### src/rtl/seg_pkg.sv
// Shared glyph type, hex glyph table and segment-off constant for the scan controller.
package seg_pkg;

   // Segment glyph in active-high form, bit order {g,f,e,d,c,b,a}
   typedef logic [6:0] glyph_t;

   localparam glyph_t SEG_OFF = 7'b0000000;

   localparam glyph_t GLYPH_TABLE [16] = '{
      7'b0111111,  // 0
      7'b0000110,  // 1
      7'b1011011,  // 2
      7'b1001111,  // 3
      7'b1100110,  // 4
      7'b1101101,  // 5
      7'b1111101,  // 6
      7'b0000111,  // 7
      7'b1111111,  // 8
      7'b1101111,  // 9
      7'b1110111,  // A
      7'b1111100,  // b
      7'b0111001,  // C
      7'b1011110,  // d
      7'b1111001,  // E
      7'b1110001   // F
   };

   // Convert an active-high glyph to the pin polarity of the display
   function automatic glyph_t seg_polarity(input glyph_t i_glyph, input bit i_active_low);
      return i_active_low ? ~i_glyph : i_glyph;
   endfunction

endpackage

### src/rtl/seg_hex_decoder.sv
// Combinational hex nibble to seven-segment glyph decoder (active-high output).
module seg_hex_decoder
   import seg_pkg::*;
(
   input  logic [3:0] i_nibble,
   output glyph_t     o_glyph
);

   assign o_glyph = GLYPH_TABLE[i_nibble];

endmodule

### src/rtl/seg_scan_ctrl.sv
// Multiplexed seven-segment scan controller with frame-synchronous double-buffered loads,
// per-digit blanking, decimal points and leading-zero suppression.
module seg_scan_ctrl
   import seg_pkg::*;
#(
   parameter int unsigned DIGITS         = 4,
   parameter int unsigned DIV_COUNT      = 100000,
   parameter int unsigned GAP_CYCLES     = 2,
   parameter bit          SEG_ACTIVE_LOW = 1'b1
) (
   input  logic                  clock,
   input  logic                  reset,
   input  logic                  i_load,
   input  logic [4*DIGITS-1:0]   i_data,
   input  logic [DIGITS-1:0]     i_blank,
   input  logic [DIGITS-1:0]     i_dp,
   input  logic                  i_lzs,
   output logic [DIGITS-1:0]     digits,
   output logic [6:0]            lcd,
   output logic                  o_dp,
   output logic                  o_frame
);

   localparam int unsigned PW = (DIV_COUNT > 1) ? $clog2(DIV_COUNT) : 1;
   localparam int unsigned IW = (DIGITS > 1) ? $clog2(DIGITS) : 1;
   localparam logic [PW-1:0] PRESC_LAST = PW'(DIV_COUNT - 1);
   localparam logic [PW-1:0] GAP_LEN    = PW'(GAP_CYCLES);
   localparam logic [IW-1:0] IDX_LAST   = IW'(DIGITS - 1);
   localparam glyph_t        LCD_OFF    = seg_polarity(SEG_OFF, SEG_ACTIVE_LOW);

   // Scan state
   logic [PW-1:0]       r_presc;
   logic [IW-1:0]       r_idx;

   // Pending (written by i_load) and active (displayed) buffers
   logic                r_pend_valid;
   logic [4*DIGITS-1:0] r_pend_data;
   logic [DIGITS-1:0]   r_pend_blank;
   logic [DIGITS-1:0]   r_pend_dp;
   logic                r_pend_lzs;
   logic [4*DIGITS-1:0] r_act_data;
   logic [DIGITS-1:0]   r_act_blank;
   logic [DIGITS-1:0]   r_act_dp;
   logic                r_act_lzs;

   // Registered outputs
   logic [DIGITS-1:0]   r_digits;
   glyph_t              r_lcd;
   logic                r_dp;
   logic                r_frame;

   logic                w_tick;
   logic                w_wrap;
   logic [PW-1:0]       w_presc_d;
   logic [IW-1:0]       w_idx_d;
   logic [4*DIGITS-1:0] w_act_data_d;
   logic [DIGITS-1:0]   w_act_blank_d;
   logic [DIGITS-1:0]   w_act_dp_d;
   logic                w_act_lzs_d;
   logic [DIGITS-1:0]   w_lz_blank;
   logic                w_zero_run;
   logic [3:0]          w_nibble;
   glyph_t              w_glyph;
   logic                w_gap;
   logic                w_blank;
   glyph_t              w_seg;
   logic                w_dp_on;
   logic [DIGITS-1:0]   w_digits_d;

   // Prescaler / digit-index next state; a wrap is the tick that leaves the last digit
   always_comb begin
      w_tick    = (r_presc == PRESC_LAST);
      w_wrap    = w_tick && (r_idx == IDX_LAST);
      w_presc_d = w_tick ? '0 : r_presc + 1'b1;
      w_idx_d   = r_idx;
      if (w_tick) begin
         w_idx_d = (r_idx == IDX_LAST) ? '0 : r_idx + 1'b1;
      end
   end

   // Active buffer only changes on a wrap; a load on the wrap edge bypasses the pending buffer
   always_comb begin
      w_act_data_d  = r_act_data;
      w_act_blank_d = r_act_blank;
      w_act_dp_d    = r_act_dp;
      w_act_lzs_d   = r_act_lzs;
      if (w_wrap) begin
         if (i_load) begin
            w_act_data_d  = i_data;
            w_act_blank_d = i_blank;
            w_act_dp_d    = i_dp;
            w_act_lzs_d   = i_lzs;
         end else if (r_pend_valid) begin
            w_act_data_d  = r_pend_data;
            w_act_blank_d = r_pend_blank;
            w_act_dp_d    = r_pend_dp;
            w_act_lzs_d   = r_pend_lzs;
         end
      end
   end

   // Leading-zero mask: digit k>0 is suppressible when it and every digit above it are zero
   always_comb begin
      w_zero_run = 1'b1;
      w_lz_blank = '0;
      for (int k = DIGITS - 1; k >= 0; k--) begin
         w_zero_run = w_zero_run & (w_act_data_d[4*k +: 4] == 4'h0);
         if (k > 0) begin
            w_lz_blank[k] = w_zero_run;
         end
      end
   end

   // Outputs are computed from next state so they land together with the new slot
   assign w_nibble = w_act_data_d[{w_idx_d, 2'b00} +: 4];

   seg_hex_decoder u_dec (
      .i_nibble (w_nibble),
      .o_glyph  (w_glyph)
   );

   // Next output values: gap blanks everything, blank/lzs only blanks the segments
   always_comb begin
      w_gap      = (w_presc_d < GAP_LEN);
      w_blank    = w_act_blank_d[w_idx_d] | (w_act_lzs_d & w_lz_blank[w_idx_d]);
      w_seg      = (w_gap || w_blank) ? SEG_OFF : w_glyph;
      w_dp_on    = !w_gap && w_act_dp_d[w_idx_d];
      w_digits_d = '1;
      if (!w_gap) begin
         w_digits_d[w_idx_d] = 1'b0;
      end
   end

   // Scan counters
   always_ff @(posedge clock) begin
      if (reset) begin
         r_presc <= '0;
         r_idx   <= '0;
      end else begin
         r_presc <= w_presc_d;
         r_idx   <= w_idx_d;
      end
   end

   // Pending buffer: last load wins; consumed (valid cleared) on every wrap
   always_ff @(posedge clock) begin
      if (reset) begin
         r_pend_valid <= 1'b0;
         r_pend_data  <= '0;
         r_pend_blank <= '1;
         r_pend_dp    <= '0;
         r_pend_lzs   <= 1'b0;
      end else begin
         if (i_load) begin
            r_pend_data  <= i_data;
            r_pend_blank <= i_blank;
            r_pend_dp    <= i_dp;
            r_pend_lzs   <= i_lzs;
         end
         if (w_wrap) begin
            r_pend_valid <= 1'b0;
         end else if (i_load) begin
            r_pend_valid <= 1'b1;
         end
      end
   end

   // Active (displayed) buffer
   always_ff @(posedge clock) begin
      if (reset) begin
         r_act_data  <= '0;
         r_act_blank <= '1;
         r_act_dp    <= '0;
         r_act_lzs   <= 1'b0;
      end else begin
         r_act_data  <= w_act_data_d;
         r_act_blank <= w_act_blank_d;
         r_act_dp    <= w_act_dp_d;
         r_act_lzs   <= w_act_lzs_d;
      end
   end

   // Registered display outputs
   always_ff @(posedge clock) begin
      if (reset) begin
         r_digits <= '1;
         r_lcd    <= LCD_OFF;
         r_dp     <= SEG_ACTIVE_LOW;
         r_frame  <= 1'b0;
      end else begin
         r_digits <= w_digits_d;
         r_lcd    <= seg_polarity(w_seg, SEG_ACTIVE_LOW);
         r_dp     <= w_dp_on ^ SEG_ACTIVE_LOW;
         r_frame  <= w_wrap;
      end
   end

   assign digits  = r_digits;
   assign lcd     = r_lcd;
   assign o_dp    = r_dp;
   assign o_frame = r_frame;

endmodule
### config.mk
export PLATFORM = sky130hd
export DESIGN_NAME = seg_scan_ctrl
export DESIGN_NICKNAME = d
export VERILOG_FILES = /design/src/rtl/seg_pkg.sv /design/src/rtl/seg_hex_decoder.sv /design/src/rtl/seg_scan_ctrl.sv
export SDC_FILE = /design/constraint.sdc
export NUM_CORES = 1
export LEC_CHECK = 0
export BUFFER_PORTS_ARGS = -buffer_cell sky130_fd_sc_hd__buf_2
export CAP_MARGIN = 20
export CORE_UTILIZATION = 45
export CTS_BUF_LIST = sky130_fd_sc_hd__clkbuf_16
export DETAILED_ROUTE_END_ITERATION = 10
export MAX_ROUTING_LAYER = met4
export PLACE_DENSITY_LB_ADDON = 0.15
export REMOVE_ABC_BUFFERS = 1
export SYNTH_ARGS = -nofsm -noshare
export SYNTH_HDL_FRONTEND = slang
export SYNTH_HIERARCHICAL = 1
export SYNTH_SLANG_ARGS = --single-unit
### constraint.sdc
create_clock -name clock -period 9.6 [get_ports clock]
set_clock_uncertainty 0.15 [all_clocks]
set_input_delay 0 -clock clock [delete_from_list [all_inputs] [get_ports clock]]
set_output_delay 0 -clock clock [all_outputs]
set_load 0.02 [all_outputs]
==> impl_summary.md, run 1 <==
Status
The flow ran to the end, and the final reports show no timing, DRC or antenna violations.

Critical path
The startpoint type of the worst setup path is a flop. Across all register-to-register paths, the minimum setup slack is about 5.2 ns. Data on the critical path is required at its endpoint by just under 10 ns.

The top fanout value on the critical path is 25. The critical path class is reg2reg. The critical path arrival is around 4.5 ns. The critical path endpoint category is a flop.

Clocking
TritonCTS built the clock tree. The clock insertion delay at the later pin of the skew report is ~0.34 ns. The clock sink count is between 80 and 90. The library cell used as clock root buffer is sky130_fd_sc_hd__clkbuf_16. The number of buffers between clock root and the deepest sink is 2. The clock slew at the register clock pins of the worst setup and hold paths is roughly 0.070 ns.

TritonCTS created 9 clock buffers. The clock tree synthesis step divided the H-tree into 3 levels.

Floorplan
The top-level port count is 41. The placeable core region is 9200 um^2. The number of rows in the core area is 35. The width of the die is 99.4 um. The total die area is ~9900 um^2.

The die span in y is 99.4 um. The initial utilization of the core area, before any placement, comes to a little under half.

Power and ir drop
The power after layout is about 800 uW. Power spread over the standard cell area amounts to ~160 nW/um^2. The static leakage power is around 0.0020 uW. The peak ir drop on the vdd network is approximately 85 uV.

Synth
The number of warnings reported in the yosys synthesis log is 6. The distinct cell type count after synthesis is slightly above 60. The combined area of all synthesized cells is between 4000 and 5000 um^2. The share of synthesized registers carrying an async set or reset is 0%. The average instance in the mapped netlist occupies ~8 um^2. Among all flip-flop cells after synthesis, the most frequent one is sky130_fd_sc_hd__dfxtp_1. Counting every instance in the synthesized netlist gives between 500 and 600. The register area share after synthesis is between 30% and 40%.

The number of flip-flops and latches in the synthesized netlist is 83. In this run, synthesis inferred 0 flip-flops with an integrated enable.

Cells and area
The top cell types in the final layout, fill and taps aside, are sky130_fd_sc_hd__nor2_1 (150), sky130_fd_sc_hd__dfxtp_1 (83), sky130_fd_sc_hd__buf_2 (40). The most common cell after layout, fill and taps aside is sky130_fd_sc_hd__nor2_1. The number of antenna diodes is 0. The utilization after layout is between 50% and 60%.

The number of nets in the finished design is roughly 600. The relative area change from synthesis to final layout is 18.5%. The post-route netlist has between 10% and 20% of its cells at a drive strength greater than 1.

The layout filler cell count is roughly 880.

Global routing
The aggregate global routing overflow is 0. Across every metal layer, demand over resource in global routing totals a little under a quarter. The number of antenna violations at the first check in global routing is 0. Entering global routing, the biggest net connects 61 pins. The number of global-route vias before repair is 3,603.

The global-route wire length before repair is ~17,000 um.

Route
In the routed design, unresolved DRC markers number 0. The total length of routed wires is between 10,000 and 15,000 um. The count of routing violations after the opening detailed-route iteration is 178. The count of nets left with antenna violations once routing finished came out at 0. The number of detailed-routing iterations run before antenna repair is 4. In the routed layout, each cell is associated on average with a via count of 5.46. Dividing the detail-routed wire length by the instance count gives 15.1 um. The routed layout has 3,769 vias.

STA
The fraction of the cycle the final worst path needs is between 40% and 50%. The total setup violations reported at the end of the flow is 0. The final critical path time including I/O delays and setup is 4.38 ns. The number of endpoints with negative hold slack in the final report is 0. For the pin with the worst max-slew slack, the measured transition is roughly 0.9 ns. Setup repair after global routing left no endpoint under its margin. The number of pins exceeding their max-slew limit in the final report was 0. Headroom to the max-slew limit came out at between 30 and 40%. For the final routed database, the setup TNS stands at 0 ns. The worst hold-check slack is 0.103 ns.

Static timing analysis puts the maximum clock frequency at around 0.23 GHz.

Hold path
The path category of the worst min-delay check is in2reg.

Placed design
The routability congestion estimate from global placement is 0.858. In this run the tool buffered the top-level ports with 40 buffer cells. The total half-perimeter wirelength after legalization and detailed placement is 6630 um.

Run
The tool flagged a number of max-cap violations equal to 0.
## report_power, final
group | switching, uW | internal (uW)
sequential | 4.74 | 353
clock | 144 | 254
combinational | 29.7 | 26.4
## path summary, 6_finish.rpt
| kind | to | start | depth (start not counted) |
|---|---|---|---|
| min | r_pend_data[6] | reset | 3 |
| max reg2reg | lcd[3] | r_presc[0] | 14 |
| min reg2reg | r_presc[0] | r_presc[0] | 1 |
| max | lcd[3] | r_presc[0] | 14 |
## sequential cells by signal (all words and copies together) (netlist names)
| name | flops |
|---|---|
| r_pend_lzs | 1 |
| lcd | 7 |
| r_pend_data | 16 |
| r_act_blank | 4 |
| o_frame | 1 |
| r_pend_blank | 4 |
| digits | 4 |
| r_pend_dp | 4 |
| r_pend_valid | 1 |
| r_act_dp | 4 |
| r_act_lzs | 1 |
| r_presc | 17 |
| r_act_data | 16 |
| r_idx | 2 |
| o_dp | 1 |
## through the flow
stage                     cells  instance area, um^2  setup slack (ns)
final                       690                 5060              5.22
after global routing        690                 5060              4.83
after CTS                   689                 5050              5.09
after detailed placement    649                 4460              5.08
after global placement      648                 4460              5.25
after floorplan             491                 4070              5.30
## cells in the mapped netlist, types with 3 or more instances
library cell / n / area share (%)
sky130_fd_sc_hd__a21oi_1: 26 / 3.0
sky130_fd_sc_hd__nand4_1: 13 / 1.9
sky130_fd_sc_hd__xnor2_1: 13 / 2.7
sky130_fd_sc_hd__mux2_2: 3 / 0.79
sky130_fd_sc_hd__buf_1: 4 / 0.35
sky130_fd_sc_hd__o22a_1: 6 / 1.2
sky130_fd_sc_hd__nand3_1: 12 / 1.4
sky130_fd_sc_hd__inv_1: 12 / 1.1
sky130_fd_sc_hd__a31oi_1: 3 / 0.44
sky130_fd_sc_hd__nand2_1: 13 / 1.1
sky130_fd_sc_hd__nor4_1: 3 / 0.44
sky130_fd_sc_hd__dfxtp_1: 83 / 39
sky130_fd_sc_hd__o21ai_1: 4 / 0.47
sky130_fd_sc_hd__o21ai_0: 7 / 0.82
sky130_fd_sc_hd__nor3_1: 16 / 1.9
sky130_fd_sc_hd__xor2_1: 4 / 0.82
sky130_fd_sc_hd__ha_1: 9 / 2.6
sky130_fd_sc_hd__a21o_1: 5 / 0.88
sky130_fd_sc_hd__clkbuf_1: 23 / 2.0
sky130_fd_sc_hd__buf_6: 5 / 1.3
sky130_fd_sc_hd__or3_1: 14 / 2.1
sky130_fd_sc_hd__a211o_1: 4 / 0.82
sky130_fd_sc_hd__nor2_1: 150 / 13
sky130_fd_sc_hd__buf_2: 8 / 0.94
sky130_fd_sc_hd__and3_1: 3 / 0.44
sky130_fd_sc_hd__mux2i_1: 25 / 5.9
sky130_fd_sc_hd__nand2b_1: 5 / 0.73
sky130_fd_sc_hd__o22ai_1: 16 / 2.3
sky130_fd_sc_hd__nor2b_1: 6 / 0.88
## cell families (layout without fill, tap and decap cells)
kind of cell / count (synthesis) / count (layout) / synth area share [%]
AND/OR/NAND/NOR: 250 / 250 / 27.8
multiplexers: 31 / 31 / 7.88
buffers and inverters: 53 / 101 / 5.77
flip-flops: 83 / 83 / 38.9
XOR/XNOR: 17 / 17 / 3.49
adder cells (fa/ha/maj): 9 / 9 / 2.64
AO/OA/AOI/OAI: 88 / 88 / 13.5
## routing by layer
| metal | share of wire, % | global-route usage, % | routed length [um] | vias to the layer above |
|---|---|---|---|---|
| li1 | - | - | - | 1916 |
| met4 | 0.89 | 6.33 | 93 | 0 |
| met5 | 0 | - | 0 | - |
| met1 | 49 | 29.4 | 5080 | 1767 |
| met2 | 47 | 36.6 | 4880 | 77 |
| met3 | 3.7 | 3.02 | 381 | 9 |
## cell type report
cell class              count  area, um^2  area share [%]
inverters                  13        48.8           0.964
clock buffers               9         225            4.45
flip-flops and latches     83        1660            32.8
multi-input cells         395        2360            46.7
clock inverters             6         113            2.23
well taps                 111         139            2.74
repair buffers             73         510            10.1
## timing repair
action | in CTS | in global routing
setup buffers | 0 | 0
endpoints found under the hold margin | 49 | 0
resized for setup | 0 | 0
hold buffers | 25 | 0
## critical path: stages, from the launching register on
cell	delay, ns
sky130_fd_sc_hd__dfxtp_1	0.37
sky130_fd_sc_hd__ha_1	0.26
sky130_fd_sc_hd__nand4_1	0.29
sky130_fd_sc_hd__nor4_4	0.34
sky130_fd_sc_hd__buf_4	0.34
sky130_fd_sc_hd__and2_4	0.39
sky130_fd_sc_hd__nor2_1	0.08
sky130_fd_sc_hd__or3_1	0.45
sky130_fd_sc_hd__nor2_1	0.11
sky130_fd_sc_hd__nor3_1	0.05
sky130_fd_sc_hd__a21oi_1	0.39
sky130_fd_sc_hd__inv_1	0.19
sky130_fd_sc_hd__ha_1	0.33
sky130_fd_sc_hd__mux4_1	0.48
sky130_fd_sc_hd__nand4_1	0.08
Note: power is estimated with default switching activity, not from simulation.
==> run 2, diff against run 1 <==
--- a/config.mk
+++ b/config.mk
@@ -5,6 +5,7 @@
 export SDC_FILE = /design/constraint.sdc
 export NUM_CORES = 1
 export LEC_CHECK = 0
+export ABC_AREA = 1
 export BUFFER_PORTS_ARGS = -buffer_cell sky130_fd_sc_hd__buf_2
 export CAP_MARGIN = 20
 export CORE_UTILIZATION = 45
==> constraint.sdc (replaced) <==
create_clock -name clock -period 3.6 [get_ports clock]
set_clock_uncertainty 0.15 [all_clocks]
set_input_delay 0 -clock clock [delete_from_list [all_inputs] [get_ports clock]]
set_output_delay 0 -clock clock [all_outputs]
set_load 0.02 [all_outputs]
==> impl_summary.md, run 2 <==
Cells and area
The fraction of final layout cells with drive strength greater than 1 is 14.5%. After the last flow step, the layout net total stands at between 700 and 800. The final instance area is ~5500 um^2. The library cell used most frequently in the layout, excluding fill and tap cells, is sky130_fd_sc_hd__nand2_1. In the layout the commonest cells are sky130_fd_sc_hd__nand2_1 (220), sky130_fd_sc_hd__nor2_1 (91), sky130_fd_sc_hd__dfxtp_1 (83). The register name with the most flops is r_presc. 0 antenna diodes ended up in the layout. The largest registers in the layout are r_presc (17), r_act_data (16), r_pend_data (16). The number of flip-flops under the largest register name is 17. Registers take 1660 um^2. After filler insertion, the fill cell instance count of the layout stands at between 900 and 1,000. The multi-input combinational cell area is ~2400 um^2. The relative area change from synthesis to final layout is 24.0%.

Global routing
The number of antenna violations at the first check in global routing was 0. The number of global-route vias before repair came to around 4,100. The overall fraction of global-route tracks in use is between 20% and 30%. The global routing stage identified its most utilized layer as met2. The met1 layer usage reported by global route is between 30% and 40%. Entering global routing, the biggest net connects 63 pins. The aggregate global routing overflow is 0.

The global-route wire length before repair is 18,300 um. The global-route met2 utilization is a little under two fifths. The met3 track demand over resource in global routing is 2.50%.

STA
The final critical path time including I/O delays and setup is around 3.3 ns. The slack of the critical path is ~0.34 ns. Static timing analysis puts the maximum clock frequency at 0.307 GHz. The number of endpoints with negative hold slack in the final report was 0. At the pin with the least slew margin, the transition time is around 0.7 ns. Measured against its own limit, the worst slew margin works out to a little over half.

The fraction of the cycle the final worst path needs is 90.6%. Setup violations remaining at the end of the flow were counted as 0. The number of pins exceeding their max-slew limit in the final report is 0. The final setup TNS is 0 ns.

Synth
The combinational family with the most area after synthesis is simple AND/OR/NAND/NOR gates. The fraction of the mapped netlist area in simple logic gates is between 30% and 40%. The most used flip-flop cell after synthesis is sky130_fd_sc_hd__dfxtp_1.

The number of warnings reported in the yosys synthesis log is 6. Counting flops and latches in the post-synthesis netlist gives between 80 and 90. Summing the areas of all fa, ha and maj instances in the mapped netlist gives around 2.6% of the synthesized area.

Of the post-synthesis cell area, the part taken by muxes is less than 1%. The share of synthesized registers carrying an async set or reset is 0%. The number of enable-type register cells in the synthesized netlist is 0. The distinct cell type count after synthesis is 37.

Sorting the synthesized cells by how often they occur yields sky130_fd_sc_hd__nand2_1 (220), sky130_fd_sc_hd__nor2_1 (91), sky130_fd_sc_hd__dfxtp_1 (83), sky130_fd_sc_hd__inv_1 (66), sky130_fd_sc_hd__nand3_1 (37). The cell area that synthesis handed to floorplanning was about 4400 um^2. The xor and xnor area share after synthesis is less than 1%. The register area share after synthesis is between 30% and 40%. By area the synthesized netlist is led by sky130_fd_sc_hd__dfxtp_1 (38%), sky130_fd_sc_hd__nand2_1 (19%), sky130_fd_sc_hd__nor2_1 (7.8%). Summed over its instances, the top area cell type makes up a little under two fifths of the synthesized netlist area. The post-synthesis area per instance is 6.60 um^2. The most common cell in the synthesized netlist is sky130_fd_sc_hd__nand2_1. Of all cell types, the one taking the most synthesized area is sky130_fd_sc_hd__dfxtp_1.

Summing the areas of all compound-gate instances in the mapped netlist gives about a tenth of the synthesized area. Synthesis produced roughly 670 cells.

Run
The count of maximum capacitance violations is 0.

Floorplan
The placeable core region is 9370 um^2. For this design the top-level I/O count stands at between 40 and 50. The initialized floorplan defines 35 standard-cell rows. The die span in y is 101 um. For this configuration, the core starts out at a cell density of approximately 47%. The width of the die is ~100 um.

The total die area is just over 10,000 um^2.

Placed design
The routability congestion estimate from global placement is 0.882. The number of buffers inserted by port buffering is 40. The total placed instance area is roughly 4700 um^2. Detailed placement finished with a half-perimeter wire length of around 7500 um. The pre-CTS setup slack is about 0.26 ns.

Power and ir drop
For this design the ratio of total power to cell area is 398 nW/um^2. In this run, the combinational gates consume ~7.4% of the power. The proportion of power drawn by flip-flops and latches is between 40 and 50%. The design draws about 2200 uW.

In this run switching power makes up about 22% of total power. Summed over all nets, the switching power comes to 482 uW. The peak ir drop on the vdd network is around 260 uV. In this run the static leakage power is 0.00246 uW. Per report_power, the clock group accounts for around 50% of the total. The internal portion of the total power is ~1700 uW.

Route
The number of nets with antenna violations after routing is 0. The total number of vias is 4,270. Using the TritonRoute via totals, the vias-per-cell ratio works out to 4.89.

The first detailed-routing pass ran for 4 iterations. The total length of routed wires is 10,800 um. For this run, design rule violations remaining after detail routing come to 0. The count of routing violations after the opening detailed-route iteration is about 140. In the final routed layout, each cell accounts on average for 12.4 um.

Clocking
The H-tree was split into 3 levels. The clock buffer count from CTS is 9. The number of buffers between clock root and the deepest sink is 2. TritonCTS built the clock tree.

The clock insertion delay at the later pin of the skew report is 0.33 ns. The clock slew at the register clock pins of the worst setup and hold paths is ~0.06 ns. The library cell used as clock root buffer is sky130_fd_sc_hd__clkbuf_16. The clock sink count is between 80 and 90.

Critical path
The most critical setup path has its startpoint at r_presc[0]. In this run the register-to-register setup slack is roughly 0.34 ns. The required time reported for the critical path endpoint is roughly 3.7 ns. The startpoint type of the worst setup path is a flop. The worst setup path is captured at a flop.

The startpoint of the lowest-slack register-to-register path is r_presc[0]. The top fanout value on the critical path is 16. The endpoint identified for the worst register-to-register timing path is lcd[3]. For the worst setup path, the data arrival time is 3.33 ns. The cell count of the worst reg-to-reg path is 20. The worst setup path is of the reg2reg kind.

Status
The flow ran to the end, and the final reports show no timing, DRC or antenna violations.

Hold path
The worst-case hold path end point is r_pend_data[14]. The tightest min-delay check is of the reg2reg type. The startpoint identified for the worst hold timing path is r_pend_data[14]. Along the worst hold path, the cell count comes to 2.
run 2: cells by family after synthesis:
kind of cell | Yosys count
AND/OR/NAND/NOR | 392
buffers and inverters | 98
AO/OA/AOI/OAI | 79
adder cells (fa/ha/maj) | 9
multiplexers | 4
XOR/XNOR | 1
flip-flops | 83
run 2: worst max-delay path, stage by stage (launching register included):
cell,delay [ns]
sky130_fd_sc_hd__dfxtp_1,0.35
sky130_fd_sc_hd__ha_1,0.19
sky130_fd_sc_hd__nand2_2,0.09
sky130_fd_sc_hd__clkinv_2,0.10
sky130_fd_sc_hd__nand2_2,0.09
sky130_fd_sc_hd__nor2_4,0.13
sky130_fd_sc_hd__nand3_4,0.21
sky130_fd_sc_hd__nand2_1,0.20
sky130_fd_sc_hd__o21ai_4,0.10
sky130_fd_sc_hd__inv_2,0.14
sky130_fd_sc_hd__nand2_4,0.11
sky130_fd_sc_hd__o2111ai_2,0.34
sky130_fd_sc_hd__inv_1,0.16
sky130_fd_sc_hd__ha_1,0.30
sky130_fd_sc_hd__nand2_1,0.05
sky130_fd_sc_hd__o21ai_0,0.09
sky130_fd_sc_hd__nand2_1,0.07
sky130_fd_sc_hd__nand2_1,0.06
sky130_fd_sc_hd__inv_1,0.04
sky130_fd_sc_hd__nor2_1,0.09
sky130_fd_sc_hd__nand3_1,0.07
run 2: repair_timing:
| action | CTS | global route |
|---|---|---|
| hold buffers | 34 | 0 |
| endpoints found under the hold margin | 38 | 0 |
| resized for setup | 0 | 5 |
| setup buffers | 0 | 3 |
| setup endpoints to repair | 0 | 7 |
run 2: routing by layer:
metal	wire (um)	vias up
li1	-	2233
met5	0	-
met3	263	11
met2	5050	65
met1	5370	1961
met4	141	0
run 2: how the worst max path moves through the flow:
| stage | end | slack [ns] | cells past startpoint |
|---|---|---|---|
| global placement | lcd[3] | 0.39 | 20 |
| detailed placement | lcd[3] | 0.26 | 20 |
| global route | lcd[3] | -0.02 | 20 |
| floorplan | lcd[3] | 0.66 | 20 |
| finish | lcd[3] | 0.34 | 20 |
| CTS | lcd[3] | 0.23 | 20 |
run 2: final cells by class:
cell class | instances | share of cell area [%]
inverter | 74 | 5.16
sequential | 83 | 30.5
multi-input combinational | 485 | 43.4
tap | 129 | 2.96
clock inverter | 7 | 2.11
timing repair buffer | 86 | 11.8
clock buffer | 9 | 4.13
run 2: power groups by stage:
| stage | sequential, uW | clock (uW) | combinational [uW] |
|---|---|---|---|
| floorplan | 973 | 0 | 68.3 |
| global placement | 969 | 0 | 131 |
| global route | 951 | 1110 | 183 |
| detailed placement | 970 | 0 | 132 |
| CTS | 949 | 1070 | 162 |
| finish | 949 | 1060 | 161 |
run 2: stage by stage:
stage | util [%] | hold WS [ns] | cells
2_1_floorplan | - | -0.0809 | 642
3_3_place_gp | 50.2 | 0.0854 | 820
3_5_place_dp | 50.2 | 0.0947 | 820
4_1_cts | 57.4 | 0.291 | 870
5_1_grt | 58.2 | 0.330 | 873
6_report | 58.2 | 0.310 | 873
